[src/rtl/jtkunio_pkg.sv]
// Shared constants for the Kunio colour mixer: palette bank bases and the
// transparent colour code. Optional layer enables: JTKUNIO_GFXEN_EN.
package jtkunio_pkg;

    localparam logic [7:0] CHAR_BASE   = 8'h00;
    localparam logic [7:0] OBJ_BASE    = 8'h40;
    localparam logic [7:0] SCR_BASE    = 8'h80;
    localparam logic [3:0] TRANSP_COL  = 4'h0;
    localparam int         PIPE_STAGES = 3;

    function automatic logic is_opaque(input logic [3:0] col);
        return col != TRANSP_COL;
    endfunction

endpackage

[src/rtl/jtkunio_colmix_if.sv]
// CPU palette bus of the colour mixer. The CPU side has no wait states:
// a write (pal_cs & ~cpu_wrn) lands on the clk edge; cpu_din is valid one clk
// after cpu_addr is stable. There is no valid/ready pair on this bus.
interface jtkunio_colmix_if;
    logic [8:0] cpu_addr;
    logic       pal_cs;
    logic       cpu_wrn;
    logic [7:0] cpu_dout;
    logic [7:0] cpu_din;

    modport master (output cpu_addr, pal_cs, cpu_wrn, cpu_dout, input cpu_din);
    modport slave  (input cpu_addr, pal_cs, cpu_wrn, cpu_dout, output cpu_din);
endinterface

[src/rtl/jtframe_dual_ram16.sv]
// Dual-port 16-bit RAM: port 0 read/write with byte enables, port 1 read-only
// with a read enable so a held output stays put between enables.
module jtframe_dual_ram16 #(
    parameter int aw = 8
) (
    input  logic          clk0,
    input  logic [15:0]   data0,
    input  logic [aw-1:0] addr0,
    input  logic [1:0]    we0,
    output logic [15:0]   q0,
    input  logic          clk1,
    input  logic          cen1,
    input  logic [aw-1:0] addr1,
    output logic [15:0]   q1
);
    logic [15:0] mem [0:(1<<aw)-1];

    always_ff @(posedge clk0) begin
        if (we0[0]) mem[addr0][7:0]  <= data0[7:0];
        if (we0[1]) mem[addr0][15:8] <= data0[15:8];
        q0 <= mem[addr0];
    end

    // Read-before-write: a same-edge write from port 0 is seen next enable.
    always_ff @(posedge clk1) begin
        if (cen1) q1 <= mem[addr1];
    end
endmodule

[src/rtl/jtkunio_colmix_prio.sv]
// Layer priority and palette index builder: char > obj > scroll.
// With JTKUNIO_GFXEN_EN each layer can be forced transparent by gfx_en.
module jtkunio_colmix_prio
    import jtkunio_pkg::*;
(
`ifdef JTKUNIO_GFXEN_EN
    input  logic [2:0] gfx_en,
`endif
    input  logic [4:0] char_pxl,
    input  logic [5:0] obj_pxl,
    input  logic [6:0] scr_pxl,
    output logic [7:0] idx
);
    logic char_en;
    logic scr_en;
    logic obj_en;

`ifdef JTKUNIO_GFXEN_EN
    assign char_en = gfx_en[0];
    assign scr_en  = gfx_en[1];
    assign obj_en  = gfx_en[2];
`else
    assign char_en = 1'b1;
    assign scr_en  = 1'b1;
    assign obj_en  = 1'b1;
`endif

    // Scroll is never transparent, so index 0 only appears when it is disabled.
    always_comb begin
        idx = 8'h00;
        if (char_en && is_opaque({1'b0, char_pxl[2:0]}))
            idx = CHAR_BASE | {3'b000, char_pxl};
        else if (obj_en && is_opaque(obj_pxl[3:0]))
            idx = OBJ_BASE | {2'b00, obj_pxl};
        else if (scr_en)
            idx = SCR_BASE | {1'b0, scr_pxl};
    end
endmodule

[src/rtl/jtkunio_colmix.sv]
// Kunio colour mixer: priority select, 12-bit palette lookup, blank-aligned RGB.
// Optional macro JTKUNIO_GFXEN_EN adds the gfx_en layer-enable input.
module jtkunio_colmix
    import jtkunio_pkg::*;
#(
    parameter int PALW = 8,
    parameter int LAT  = 3
) (
    input  logic              rst,
    input  logic              clk,
    input  logic              pxl_cen,
`ifdef JTKUNIO_GFXEN_EN
    input  logic [2:0]        gfx_en,
`endif
    input  logic              LHBL,
    input  logic              LVBL,
    input  logic [4:0]        char_pxl,
    input  logic [5:0]        obj_pxl,
    input  logic [6:0]        scr_pxl,
    jtkunio_colmix_if.slave   cpu,
    output logic [3:0]        red,
    output logic [3:0]        green,
    output logic [3:0]        blue,
    output logic              LHBL_dly,
    output logic              LVBL_dly
);
    if (LAT != PIPE_STAGES) begin : g_bad_lat
        $error("jtkunio_colmix: LAT must equal the 3-stage pipeline");
    end

    logic [PALW-1:0] prio_idx;
    logic [PALW-1:0] idx_s1;
    logic            hbl_s1, vbl_s1;
    logic            hbl_s2, vbl_s2;
    logic [15:0]     pal_q;
    logic [15:0]     cpu_q;
    logic [15:0]     cpu_wdata;
    logic [1:0]      cpu_we;
    logic            cpu_wr;
    logic [3:0]      unused_pal;

    jtkunio_colmix_prio u_prio (
`ifdef JTKUNIO_GFXEN_EN
        .gfx_en   (gfx_en),
`endif
        .char_pxl (char_pxl),
        .obj_pxl  (obj_pxl),
        .scr_pxl  (scr_pxl),
        .idx      (prio_idx)
    );

    // Even byte is {G,R}; odd byte is {0,B} so the upper nibble reads back 0.
    assign cpu_wr    = cpu.pal_cs & ~cpu.cpu_wrn;
    assign cpu_we    = {cpu_wr & cpu.cpu_addr[0], cpu_wr & ~cpu.cpu_addr[0]};
    assign cpu_wdata = {4'h0, cpu.cpu_dout[3:0], cpu.cpu_dout};
    assign cpu.cpu_din = cpu.cpu_addr[0] ? cpu_q[15:8] : cpu_q[7:0];
    assign unused_pal  = pal_q[15:12];

    jtframe_dual_ram16 #(.aw(PALW)) u_pal (
        .clk0  (clk),
        .data0 (cpu_wdata),
        .addr0 (cpu.cpu_addr[PALW:1]),
        .we0   (cpu_we),
        .q0    (cpu_q),
        .clk1  (clk),
        .cen1  (pxl_cen),
        .addr1 (idx_s1),
        .q1    (pal_q)
    );

    always_ff @(posedge clk or posedge rst) begin
        if (rst) begin
            idx_s1 <= '0;
            hbl_s1 <= 1'b0;
            vbl_s1 <= 1'b0;
            hbl_s2 <= 1'b0;
            vbl_s2 <= 1'b0;
        end else if (pxl_cen) begin
            idx_s1 <= prio_idx;
            hbl_s1 <= LHBL;
            vbl_s1 <= LVBL;
            hbl_s2 <= hbl_s1;
            vbl_s2 <= vbl_s1;
        end
    end

    // Blanking registers reset low, so RGB stays black until the pipe refills.
    always_ff @(posedge clk or posedge rst) begin
        if (rst) begin
            red      <= 4'h0;
            green    <= 4'h0;
            blue     <= 4'h0;
            LHBL_dly <= 1'b0;
            LVBL_dly <= 1'b0;
        end else if (pxl_cen) begin
            LHBL_dly <= hbl_s2;
            LVBL_dly <= vbl_s2;
            if (hbl_s2 && vbl_s2) begin
                red   <= pal_q[3:0];
                green <= pal_q[7:4];
                blue  <= pal_q[11:8];
            end else begin
                red   <= 4'h0;
                green <= 4'h0;
                blue  <= 4'h0;
            end
        end
    end
endmodule

[src/flat_wrapper.sv]
// flat-port wrapper written by rule: the top's interface ports become plain ports
module jtkunio_colmix_flat import jtkunio_pkg::*;
#(
    parameter int PALW = 8,
    parameter int LAT  = 3
)
  (rst, clk, pxl_cen, LHBL, LVBL, char_pxl, obj_pxl, scr_pxl, red, green, blue, LHBL_dly, LVBL_dly, cpu_cpu_addr, cpu_pal_cs, cpu_cpu_wrn, cpu_cpu_dout, cpu_cpu_din);
  jtkunio_colmix_if cpu_i ();
  input  logic rst;
  input  logic clk;
  input  logic pxl_cen;
  input  logic LHBL;
  input  logic LVBL;
  input  logic [4:0] char_pxl;
  input  logic [5:0] obj_pxl;
  input  logic [6:0] scr_pxl;
  output logic [3:0] red;
  output logic [3:0] green;
  output logic [3:0] blue;
  output logic LHBL_dly;
  output logic LVBL_dly;
  input wire logic [$bits(cpu_i.cpu_addr)-1:0] cpu_cpu_addr;
  input wire logic [$bits(cpu_i.pal_cs)-1:0] cpu_pal_cs;
  input wire logic [$bits(cpu_i.cpu_wrn)-1:0] cpu_cpu_wrn;
  input wire logic [$bits(cpu_i.cpu_dout)-1:0] cpu_cpu_dout;
  output wire logic [$bits(cpu_i.cpu_din)-1:0] cpu_cpu_din;
  assign cpu_i.cpu_addr = cpu_cpu_addr;
  assign cpu_i.pal_cs = cpu_pal_cs;
  assign cpu_i.cpu_wrn = cpu_cpu_wrn;
  assign cpu_i.cpu_dout = cpu_cpu_dout;
  assign cpu_cpu_din = cpu_i.cpu_din;
  jtkunio_colmix #(.PALW(PALW), .LAT(LAT)) u_core (.rst(rst), .clk(clk), .pxl_cen(pxl_cen), .LHBL(LHBL), .LVBL(LVBL), .char_pxl(char_pxl), .obj_pxl(obj_pxl), .scr_pxl(scr_pxl), .cpu(cpu_i), .red(red), .green(green), .blue(blue), .LHBL_dly(LHBL_dly), .LVBL_dly(LVBL_dly));
endmodule
[config.mk]
export PLATFORM = sky130hd
export DESIGN_NAME = jtkunio_colmix_flat
export DESIGN_NICKNAME = d
export VERILOG_FILES = /design/src/rtl/jtkunio_pkg.sv /design/src/rtl/jtkunio_colmix_if.sv /design/src/rtl/jtframe_dual_ram16.sv /design/src/rtl/jtkunio_colmix_prio.sv /design/src/rtl/jtkunio_colmix.sv /design/src/flat_wrapper.sv
export SDC_FILE = /design/constraint.sdc
export NUM_CORES = 2
export LEC_CHECK = 0
export BUFFER_PORTS_ARGS = -buffer_cell sky130_fd_sc_hd__buf_2
export CAP_MARGIN = 25
export CORE_MARGIN = 3
export CORE_UTILIZATION = 60
export CTS_CLUSTER_DIAMETER = 80
export DETAILED_ROUTE_END_ITERATION = 7
export PLACE_DENSITY = 0.76
export SYNTH_ARGS = -nofsm -noshare
export SYNTH_HDL_FRONTEND = slang
export SYNTH_SLANG_ARGS = --single-unit
[constraint.sdc]
create_clock -name clk -period 3.64 [get_ports clk]
set_input_delay 1.092 -clock clk [delete_from_list [all_inputs] [get_ports clk]]
set_output_delay 1.092 -clock clk [all_outputs]
set_load 0.05 [all_outputs]
==> metrics <==
R2R depth=8; multiplexer share of the synthesized area=0.273; failing checks=negative setup slack; Critical Path RT=about 4.3 ns; worst setup margin=-0.160 ns; Rows=between 150 and 200; part of the cycle the worst path needs=1.04; NetSw=between 20 and 25 mW; GRT Overall Usage=0.417; io pins=between 60 and 70; Worst-Margin Slew=1.20 ns; fin area=0.173 mm²; Worst Clk Skew=0.0669 ns; DP Wirelength=around 360 mm; Sw Share=0.242; synth cell count leaders=edfxtp_1 (3084), mux4_2 (1571), nor2_1 (547); Hold-fix buffers, CTS=0; Clock Pin Slew Worst Setup and Hold Paths=about 0.07 ns; Crit Path Category=register to register; max-capacitance violation count=0; total CTS buffers=roughly 330; initial drt markers=17500; EDFF count, synth=3084; status=finished, violations left; M2 GR Usage=0.610; Final Setup Violations=8; GR Overflow Total=0; first-pass GRT wire length=720 mm; CP Max Fanout=33; level count of the clock H-tree=5; share of layout cells above drive strength 1=0.426; Gate power share=0.123; cell area power density=just under 500 mW/mm²; gr busiest metal=met2; Seq/Total Area, Yosys=0.643; relative slew slack=0.195; sequential share of power=0.476; Clock Latency Late Sink=1.01 ns; full die area=approximately 0.25 mm²; GR Util met1=0.538; clock root buffer=clkbuf_16; overall die height=498 µm; Post-Syn Nets=roughly 7500; RR Endpoint=u_core.u_pal.q1[7]; min-delay worst type=input pin to async pin; Yosys top cell area share=0.637; crit path to=u_core.u_pal.q1[7]; Die X=about 500 µm; crit path launch=u_core.idx_s1[0]; number of global-route vias before repair=93000; Compound-Gate Fraction of Synth Area=0.0331; Cells after Synth=7420; Async S/R FF share, synth=0.00833; Int Pwr=63.3 mW; met3 Resource Use GR=0.138; Arr. time, crit path=approximately 4.5 ns; Synth Flop Type=edfxtp_1; Synth area leader=edfxtp_1; Routed Antenna Nets=0; PortBufs=between 60 and 70; Placed Area=between 0.15 and 0.2 mm²; Yosys reg bits=3122; synthesized area=between 0.1 and 0.15 mm²; Max Freq=263 MHz; Initial Utilization=0.604; Total Wirelength=~520 mm; via count=roughly 95000; dominant cells by area after synthesis=edfxtp_1 (64%), mux4_2 (24%), mux2i_1 (2.8%); Worst VDD drop=between 0.6 and 0.7 mV; Clk network pwr share=0.401; hold_ws=approximately 0.27 ns; worst r2r src=u_core.idx_s1[0]; crit path launch type=register; post-layout util=0.719; final-report hold violation count=0; clk buf depth=4; Post-Synth Simple-Gate Area=0.0290; clk sinks=roughly 3100; Area growth syn-to-layout=18.9%; Placer Congestion=approximately 1.0; R2R Setup Slk=-0.16 ns; initial antenna violation count=47; top-count cell post-synth=edfxtp_1; Synth Area in Adders=0; CTS tree=built; Syn Area/Cell=just under 20 µm²; XOR/XNOR Fraction of Synth Area=0; min Tclk post-route=~3.8 ns; number of vias per cell=about 7.7; Routed WL per cell=41.9 µm; post-route DRC violation count=0; DRT Pass-1 Iters=6; nets=between 8000 and 9000; CP endpoint kind=register; largest family of logic cells by synthesized area=multiplexers; largest net degree at the start of global routing=approximately 120; Synth cell types=between 70 and 80; FILL cells=14000; Yosys warning count=0; Leak Pwr=~59 nW; max-slew violation count=0; core footprint=~0.24 mm²
## worst max-delay path, cell delays in order, from the launching register on
cell and delay, ns:
dfrtp_4 0.49, buf_12 0.18, buf_4 0.22, buf_12 0.28, mux4_2 0.58, mux2i_1 0.17, o22ai_1 0.22, nor4_1 1.03
nor4_2 0.25
## cells by family (layout without fill, tap and decap cells)
group / Yosys count / count (layout)
DFF: 3122 / 3122
buffers and inverters: 644 / 2345
and+or+nand+nor: 982 / 982
other: 0 / 33
AOI/OAI and AO/OA: 666 / 666
muxes: 2006 / 2006
## repair_timing
item / CTS / global route
gates resized for setup: 11 / 18
pin swaps: 0 / 1
buffers inserted: 3 / 5
endpoints found under the setup margin: 10 / 8
cloned: 0 / 1
## cell type report
type	count	area, µm²	share of cell area
Sequential cell	3122	93500	0.541
Multi-Input combinational cell	3654	49200	0.284
Timing Repair Buffer	1749	15600	0.0904
Clock buffer	394	8720	0.0504
Tap cell	3185	3990	0.0230
Clock inverter	179	1780	0.0103
Inverter	23	104	0.000600
Antenna cell	33	82.6	0.000477
## per-layer routing
| layer | routed length [µm] | vias to the layer above |
|---|---|---|
| li1 | - | 35000 |
| met5 | 300 | - |
| met3 | 78800 | 1959 |
| met1 | 162000 | 48600 |
| met4 | 44100 | 38 |
| met2 | 231000 | 9384 |
## through the flow
step | total power, mW | std cells | setup WS, ns | TNS (ns)
final | 83.5 | 12300 | -0.160 | -0.455
after global routing | 85.0 | 12300 | -0.0306 | -0.0306
after CTS | 83.2 | 12300 | 0.0219 | 0
after detailed placement | 50.3 | 11700 | -0.790 | -20.60
after global placement | 50.2 | 11700 | -0.994 | -19.46
after floorplan | 45.7 | 7420 | -0.0887 | -66.97
## power groups by stage
stage	combinational, mW	sequential, mW	clock [mW]
after detailed placement	9.81	40.5	0
after floorplan	5.20	40.5	0
after CTS	9.91	39.7	33.5
final	10.2	39.7	33.5
after global routing	10.4	39.7	34.9
after global placement	9.68	40.5	0
## placed cells by master (no fill, tap or decap), types with 16 or more instances in the layout
master / n
a211oi_1: 18
a21oi_1: 110
a221oi_1: 39
a22o_1: 28
a22oi_1: 106
buf_12: 199
buf_2: 51
buf_4: 1480
bufinv_16: 35
clkbuf_1: 53
clkbuf_16: 341
clkinv_1: 65
clkinv_2: 60
dfrtp_1: 21
diode_2: 33
edfxtp_1: 3084
inv_1: 18
mux2_2: 24
mux2i_1: 411
mux4_2: 1571
nand2_1: 185
nand3_1: 49
nor2_1: 529
nor2_2: 16
nor2b_1: 22
nor3_1: 45
nor4_1: 27
o21ai_0: 37
o221ai_1: 111
o22ai_1: 103
o311ai_0: 18
o31ai_1: 23
## flip-flops by register name, indices dropped and copies added, names as in the netlist
signal and flops:
u_core.vbl_s1 1, u_core.idx_s1 8, u_core.blue 4, u_core.u_pal.mem 3072, u_core.red 4, u_core.hbl_s2 1, u_core.green 4, u_core.u_pal.q0 12
u_core.LVBL_dly 1, u_core.hbl_s1 1, u_core.vbl_s2 1, u_core.LHBL_dly 1, u_core.u_pal.q1 12
## worst min path at each step
stage	endpoint	startpoint	slack (ns)	depth (start not counted)
finish	u_core.idx_s1[7]	rst	0.27	2
global route	u_core.idx_s1[7]	rst	0.26	2
CTS	u_core.idx_s1[6]	rst	0.21	2
detailed placement	u_core.blue[3]	u_core.u_pal.q1[11]	0.44	2
global placement	u_core.blue[0]	u_core.u_pal.q1[8]	0.43	2
floorplan	u_core.blue[0]	u_core.u_pal.q1[8]	0.43	2
(Power assumes the default switching activity.)
